<file path="src/rtl/coll_pkg.sv">
// Shared types for the pairwise collision scheduler: object record, FSM states, defaults.
// Object records are 128 bits, laid out as x in the MSBs down to vy in the LSBs.
package coll_pkg;

  localparam int N_OBJ_DEF   = 8;
  localparam int TIMEOUT_DEF = 32;

  typedef struct packed {
    logic [31:0] x;
    logic [31:0] y;
    logic [31:0] vx;
    logic [31:0] vy;
  } obj_t;

  typedef enum logic [2:0] {
    IDLE,
    LOAD,
    ISSUE,
    WAIT,
    NEXT,
    DONE
  } state_t;

endpackage

</file>
<file path="src/rtl/coll_obj_table.sv">
// Object table: one synchronous write port and two registered read ports.
// The read registers update only when i_rd_en is high, so the operands stay stable across a pair.
module coll_obj_table
  import coll_pkg::*;
#(
  parameter int N_OBJ = N_OBJ_DEF,
  parameter int IDX_W = $clog2(N_OBJ)
) (
  input  logic             i_clk,
  input  logic             i_rst_n,
  input  logic             i_we,
  input  logic [IDX_W-1:0] i_waddr,
  input  logic [127:0]     i_wdat,
  input  logic             i_rd_en,
  input  logic [IDX_W-1:0] i_raddr_a,
  input  logic [IDX_W-1:0] i_raddr_b,
  output logic [127:0]     o_rd_a,
  output logic [127:0]     o_rd_b
);

  logic [127:0] r_mem [N_OBJ];
  logic [127:0] r_rd_a;
  logic [127:0] r_rd_b;

  // Storage is deliberately not reset; only the read registers are.
  always_ff @(posedge i_clk) begin
    if (i_we) begin
      r_mem[i_waddr] <= i_wdat;
    end
  end

  always_ff @(posedge i_clk or negedge i_rst_n) begin
    if (!i_rst_n) begin
      r_rd_a <= '0;
      r_rd_b <= '0;
    end else if (i_rd_en) begin
      r_rd_a <= r_mem[i_raddr_a];
      r_rd_b <= r_mem[i_raddr_b];
    end
  end

  assign o_rd_a = r_rd_a;
  assign o_rd_b = r_rd_b;

endmodule

</file>
<file path="src/rtl/coll_pair_scheduler.sv">
// Walks every unordered pair (i<j) of the object table through one shared collision detector.
// Each pair costs LOAD + ISSUE + detector wait + NEXT; the hit count, the first hit and the timeout flag are collected.
module coll_pair_scheduler
  import coll_pkg::*;
#(
  parameter int N_OBJ   = N_OBJ_DEF,
  parameter int IDX_W   = $clog2(N_OBJ),
  parameter int TIMEOUT = TIMEOUT_DEF
) (
  input  logic               i_clk,
  input  logic               i_rst_n,
  input  logic               i_obj_we,
  input  logic [IDX_W-1:0]   i_obj_addr,
  input  logic [31:0]        i_obj_x,
  input  logic [31:0]        i_obj_y,
  input  logic [31:0]        i_obj_vx,
  input  logic [31:0]        i_obj_vy,
  input  logic [31:0]        i_r2,
  input  logic               i_start,
  output logic               o_busy,
  output logic               o_done,
  output logic               o_det_req,
  output logic [31:0]        o_det_x1,
  output logic [31:0]        o_det_y1,
  output logic [31:0]        o_det_vx1,
  output logic [31:0]        o_det_vy1,
  output logic [31:0]        o_det_x2,
  output logic [31:0]        o_det_y2,
  output logic [31:0]        o_det_vx2,
  output logic [31:0]        o_det_vy2,
  output logic [31:0]        o_det_r2,
  input  logic               i_det_done,
  input  logic               i_det_hit,
  output logic [2*IDX_W-1:0] o_hit_count,
  output logic               o_first_valid,
  output logic [IDX_W-1:0]   o_first_i,
  output logic [IDX_W-1:0]   o_first_j,
  output logic               o_err_timeout
);

  localparam int HC_W  = 2 * IDX_W;
  localparam int TMR_W = $clog2(TIMEOUT) + 1;

  state_t             r_state;
  state_t             w_state_nxt;
  logic [IDX_W-1:0]   r_i;
  logic [IDX_W-1:0]   r_j;
  logic [TMR_W-1:0]   r_timer;
  logic [31:0]        r_r2;
  logic [HC_W-1:0]    r_hit_count;
  logic               r_first_valid;
  logic [IDX_W-1:0]   r_first_i;
  logic [IDX_W-1:0]   r_first_j;
  logic               r_err_timeout;
  logic               w_busy;
  logic               w_done;
  logic               w_req;
  logic               w_rd_en;
  logic               w_tmo;
  logic               w_last;
  logic               w_tbl_we;
  obj_t               w_wdat;
  obj_t               w_obj_a;
  obj_t               w_obj_b;

  assign w_wdat   = '{x: i_obj_x, y: i_obj_y, vx: i_obj_vx, vy: i_obj_vy};
  assign w_tbl_we = i_obj_we && !w_busy;

  coll_obj_table #(
    .N_OBJ (N_OBJ),
    .IDX_W (IDX_W)
  ) u_table (
    .i_clk     (i_clk),
    .i_rst_n   (i_rst_n),
    .i_we      (w_tbl_we),
    .i_waddr   (i_obj_addr),
    .i_wdat    (w_wdat),
    .i_rd_en   (w_rd_en),
    .i_raddr_a (r_i),
    .i_raddr_b (r_j),
    .o_rd_a    (w_obj_a),
    .o_rd_b    (w_obj_b)
  );

  assign w_tmo  = (r_timer == TMR_W'(TIMEOUT - 1));
  assign w_last = (r_j == IDX_W'(N_OBJ - 1)) && (r_i == IDX_W'(N_OBJ - 2));

  always_ff @(posedge i_clk or negedge i_rst_n) begin
    if (!i_rst_n) begin
      r_state <= IDLE;
    end else begin
      r_state <= w_state_nxt;
    end
  end

  // Control outputs decode the state register, so a reset clears them without waiting for a clock edge.
  always_comb begin
    w_state_nxt = r_state;
    w_busy      = 1'b0;
    w_done      = 1'b0;
    w_req       = 1'b0;
    w_rd_en     = 1'b0;
    case (r_state)
      IDLE:  if (i_start) w_state_nxt = (N_OBJ < 2) ? DONE : LOAD;
      LOAD:  begin w_busy = 1'b1; w_rd_en = 1'b1; w_state_nxt = ISSUE; end
      ISSUE: begin w_busy = 1'b1; w_req = 1'b1; w_state_nxt = WAIT; end
      WAIT: begin
        w_busy = 1'b1;
        w_req  = 1'b1;
        if (i_det_done || w_tmo) w_state_nxt = NEXT;
      end
      NEXT:  begin w_busy = 1'b1; w_state_nxt = w_last ? DONE : LOAD; end
      DONE:  begin w_done = 1'b1; w_state_nxt = IDLE; end
      default: w_state_nxt = IDLE;
    endcase
  end

  always_ff @(posedge i_clk or negedge i_rst_n) begin
    if (!i_rst_n) begin
      r_r2          <= '0;
      r_hit_count   <= '0;
      r_first_valid <= 1'b0;
      r_first_i     <= '0;
      r_first_j     <= '0;
      r_err_timeout <= 1'b0;
      r_i           <= '0;
      r_j           <= '0;
      r_timer       <= '0;
    end else begin
      case (r_state)
        IDLE: if (i_start) begin
          r_r2          <= i_r2;
          r_hit_count   <= '0;
          r_first_valid <= 1'b0;
          r_err_timeout <= 1'b0;
          r_i           <= '0;
          r_j           <= IDX_W'(1);
        end
        ISSUE: r_timer <= '0;
        WAIT: begin
          r_timer <= r_timer + TMR_W'(1);
          // A result in the expiry cycle still counts; only a silent detector flags a timeout.
          if (i_det_done) begin
            if (i_det_hit) begin
              if (r_hit_count != '1) r_hit_count <= r_hit_count + HC_W'(1);
              if (!r_first_valid) begin
                r_first_valid <= 1'b1;
                r_first_i     <= r_i;
                r_first_j     <= r_j;
              end
            end
          end else if (w_tmo) begin
            r_err_timeout <= 1'b1;
          end
        end
        NEXT: begin
          if (r_j != IDX_W'(N_OBJ - 1)) begin
            r_j <= r_j + IDX_W'(1);
          end else if (r_i != IDX_W'(N_OBJ - 2)) begin
            r_i <= r_i + IDX_W'(1);
            r_j <= r_i + IDX_W'(2);
          end
        end
        default: ;
      endcase
    end
  end

  assign o_busy        = w_busy;
  assign o_done        = w_done;
  assign o_det_req     = w_req;
  assign o_det_x1      = w_obj_a.x;
  assign o_det_y1      = w_obj_a.y;
  assign o_det_vx1     = w_obj_a.vx;
  assign o_det_vy1     = w_obj_a.vy;
  assign o_det_x2      = w_obj_b.x;
  assign o_det_y2      = w_obj_b.y;
  assign o_det_vx2     = w_obj_b.vx;
  assign o_det_vy2     = w_obj_b.vy;
  assign o_det_r2      = r_r2;
  assign o_hit_count   = r_hit_count;
  assign o_first_valid = r_first_valid;
  assign o_first_i     = r_first_i;
  assign o_first_j     = r_first_j;
  assign o_err_timeout = r_err_timeout;

endmodule

</file>
<file path="config.mk">
export PLATFORM = sky130hd
export DESIGN_NAME = coll_pair_scheduler
export DESIGN_NICKNAME = d
export VERILOG_FILES = /design/src/rtl/coll_pkg.sv /design/src/rtl/coll_obj_table.sv /design/src/rtl/coll_pair_scheduler.sv
export SDC_FILE = /design/constraint.sdc
export NUM_CORES = 2
export LEC_CHECK = 0
export ABC_AREA = 1
export CORE_MARGIN = 5
export CORE_UTILIZATION = 30
export DETAILED_ROUTE_END_ITERATION = 8
export PLACE_DENSITY_LB_ADDON = 0.15
export REMOVE_ABC_BUFFERS = 1
export SLEW_MARGIN = 10
export SYNTH_ARGS = -nofsm -noshare
export SYNTH_HDL_FRONTEND = slang
export SYNTH_HIERARCHICAL = 1
export SYNTH_SLANG_ARGS = --single-unit
</file>
<file path="constraint.sdc">
create_clock -name i_clk -period 8.56 [get_ports i_clk]
set_input_delay 2.568 -clock i_clk [delete_from_list [all_inputs] [get_ports i_clk]]
set_output_delay 2.568 -clock i_clk [all_outputs]
set_load 0.05 [all_outputs]
</file>
==> impl_results.md <==
* Crit path to: o_busy
* Mapped cell area at 65000 um2
* Slew @ Worst Pin at 1190 ps
* CTS resizes at 0
* Vias in the first global route at 51900
* First-pass GRT wire length at 328000 um
* Post-CTS Setup Inserts at 0
* Final TNS setup at 0 ps
* Largest net degree at the start of global routing at 184
* Syn. warnings at 6
* Clk sink count at 1341
* Grt ovf at 0
* # DRC at 0
* FF-to-FF Start: r_i[1]$_DFFE_PN0P_
* Req. time, crit path at 5990 ps
* Cts hold-fix bufs at 0
* Die area at 226000 um2
* Slowest CP cell: clkdlybuf4s50_1
* Worst path top cell family by delay: buffers and inverters
* Leading area contributor after synthesis: edfxtp_1
* Die Ht at around 480 um
* CP Class: reg -> out
* Clock Tree Buf Depth at 3
* RSZ-0062 raised after global routing: no
* Yosys cell types at 31
* DP Worst Slack at 3110 ps
* Post-synth EDFFs at 1024
* # IOs at 474
* DP Wirelength at between 100000 and 150000 um
* Initial Util at 30.0%
* Routability cong. at 0.772
* Slew Viols, Final at 0
* GRT Total Usage at 19.0%
* CP cell instances: inv_2 -> nand3_1 -> nand4_1 -> clkdlybuf4s50_1
* Worst R2R End: u_table/o_rd_a[0]$_DFFE_PN0P_
* Vias at 52300
* Crit start category: flop
* DR top layer: met5
* Most frequent cells in the layout: nand2_1 (2730), nand3_1 (1821), inv_1 (1049)
* Mean routed wirelength per cell at 20.5 um
* Initial DRC count at 4308
* WL met1 at 98500 um
* Crit. End Element: output port
* Clk_lat worst skew at 810 ps
* Syn Inst Count at between 7000 and 8000
* Levels on crit path at 4
* Final setup violation count at 0
* Top_reg_cell synth: edfxtp_1
* Worst R2R Path Depth at 6
* CTS tree: built
* Worst Hold Class: reg -> reg
* DP Area at 71700 um2
* Final instance area at 77100 um2
* Post-synth ARST share at 23.6%
* Fin nets at between 7000 and 8000
* DRT Wirelength at 220000 um
* Crit path time final at 5320 ps
* CP max stage delay at slightly above 800 ps
* Initial antenna violation count at 29
* PD cells at 319 nW/um2
* CP Buf/Inv Count at 2
* R2R setup slack at just under 5000 ps
* DR WL met3 at 15800 um
* Post-route clock period utilization at approximately 62%
* Worst Clk Skew at 30.9 ps
* Layout cell share with drive strength beyond 1 at 4.41%
* Register clock-pin slew on the reported worst setup and hold paths at 60 ps
* Setup WS post-layout at 3240 ps
* Die W at about 480 um
* Critical Path Fanout Max at 9
* Drt via density at 4.87
* Max Cap Violations at 0
* Final Hold Viols at 0
* Layout Area Growth over Synthesis at 18.5%
* Highest clock rate at 188 MHz
* Worst slew margin relative to its limit at 20.9%
* Root Buffer: clkbuf_16
* Worst VDD drop at approximately 0.27 mV
* CTS Buf Count at 162
* Antenna-violating nets left at 0
* Met2 Wirelength at 98800 um
* Commonest non-fill, non-tap cell in the layout: nand2_1
* Mean area per synthesized cell at 8.69 um2
* Row Count at between 150 and 200
* WP data arrival at 2750 ps
* Core area at 217000 um2
* Synth top area cells: edfxtp_1 (47%), nand2_1 (16%), nand3_1 (14%)
* Synth top area share at between 40% and 50%
* 1st-pass router iterations at 8
* Port Buf Inserts at ~470
* Seq cells post-synth at about 1300
* Leakage power at 33.9 nW
* Sequential element share of the synthesized area at between 50% and 60%
* Layout Utilization at 35.6%
* Worst Setup SP: r_state[2]$_DFFE_PN0P_
* Outcome: complete, no violations
* CTS H-tree lvls at 4
==> registers in the layout, summed over array words and instances (netlist names) <==
| name | cells |
|---|---|
| o_first_j | 3 |
| u_table/o_rd_a | 128 |
| u_table/o_rd_b | 128 |
| r_i | 3 |
| o_first_valid | 1 |
| r_state | 3 |
| o_err_timeout | 1 |
| r_j | 3 |
| u_table/r_mem | 1024 |
| r_timer | 6 |
| o_det_r2 | 32 |
| o_first_i | 3 |
| o_hit_count | 6 |
==> stage by stage <==
step	cells	hold WS, ps	total power, mW
after global routing	10700	497	25.9
after detailed placement	10400	465	17.9
after global placement	10400	464	17.8
after floorplan	7020	487	15.1
final	10700	476	24.6
after CTS	10700	480	24.9
==> layout make-up <==
class / count / area, um2
Inverter: 1059 / 4050
Timing Repair Buffer: 539 / 5500
Sequential cell: 1341 / 38700
Clock buffer: 236 / 4630
Multi-Input combinational cell: 4620 / 19800
Clock inverter: 70 / 724
Fill cell: 21900 / 139000
Tap cell: 2854 / 3570
Antenna cell: 15 / 37.5
==> where the power goes <==
| part | total, mW | internal (mW) | leakage, nW | switching (mW) |
|---|---|---|---|---|
| Clock | 6.87 | 4.03 | 2.61 | 2.85 |
| Combinational | 9.07 | 2.53 | 18.1 | 6.54 |
| Sequential | 8.62 | 8.05 | 13.2 | 0.570 |
| Total | 24.6 | 14.6 | 33.9 | 9.96 |
==> metal layers <==
metal | GRT usage, % | vias up
met2 | 30.3 | 2005
li1 | - | 24600
met5 | 0 | -
met1 | 25.8 | 25200
met3 | 3.69 | 407
met4 | 7.09 | 16
==> Yosys cell counts (3+ instances only) <==
library cell	instances
buf_1	35
nand2_2	3
inv_2	4
buf_4	100
nand3_1	1821
inv_1	1053
ha_1	6
nand2_1	2730
nor2_1	25
o21ai_1	4
edfxtp_1	1024
o21ai_0	10
clkbuf_1	60
buf_2	242
nor2_4	3
dfrtp_1	317
nand4_1	5
buf_6	24
a21oi_1	3
==> worst register-to-register path: cells and delay by family (launching register included) <==
| family | cells | cell delay [ps] |
|---|---|---|
| DFF | 1 | 1120 |
| and+or+nand+nor | 4 | 760 |
| buffers and inverters | 2 | 1820 |
==> logic make-up after synthesis <==
kind of cell,Yosys count,synth area share (%)
flip-flops,1341,59.5
AND/OR/NAND/NOR,4593,30.1
AO/OA/AOI/OAI,20,0.165
buffers and inverters,1520,10.1
XOR/XNOR,1,0.0135
adder cells (fa/ha/maj),6,0.115
==> how the worst min path moves through the flow <==
stage | start | end | slack, ps | depth (start not counted)
2_1_floorplan | r_timer[0]$_DFFE_PN0P_ | r_timer[0]$_DFFE_PN0P_ | 490 | 1
4_1_cts | o_first_j[1]$_DFFE_PN0P_ | o_first_j[1]$_DFFE_PN0P_ | 480 | 2
5_1_grt | u_table/o_rd_a[85]$_DFFE_PN0P_ | u_table/o_rd_a[85]$_DFFE_PN0P_ | 500 | 2
3_5_place_dp | u_table/o_rd_b[46]$_DFFE_PN0P_ | u_table/o_rd_b[46]$_DFFE_PN0P_ | 470 | 2
3_3_place_gp | u_table/o_rd_a[85]$_DFFE_PN0P_ | u_table/o_rd_a[85]$_DFFE_PN0P_ | 460 | 2
6_report | o_first_j[1]$_DFFE_PN0P_ | o_first_j[1]$_DFFE_PN0P_ | 480 | 2
(Power assumes the default switching activity.)
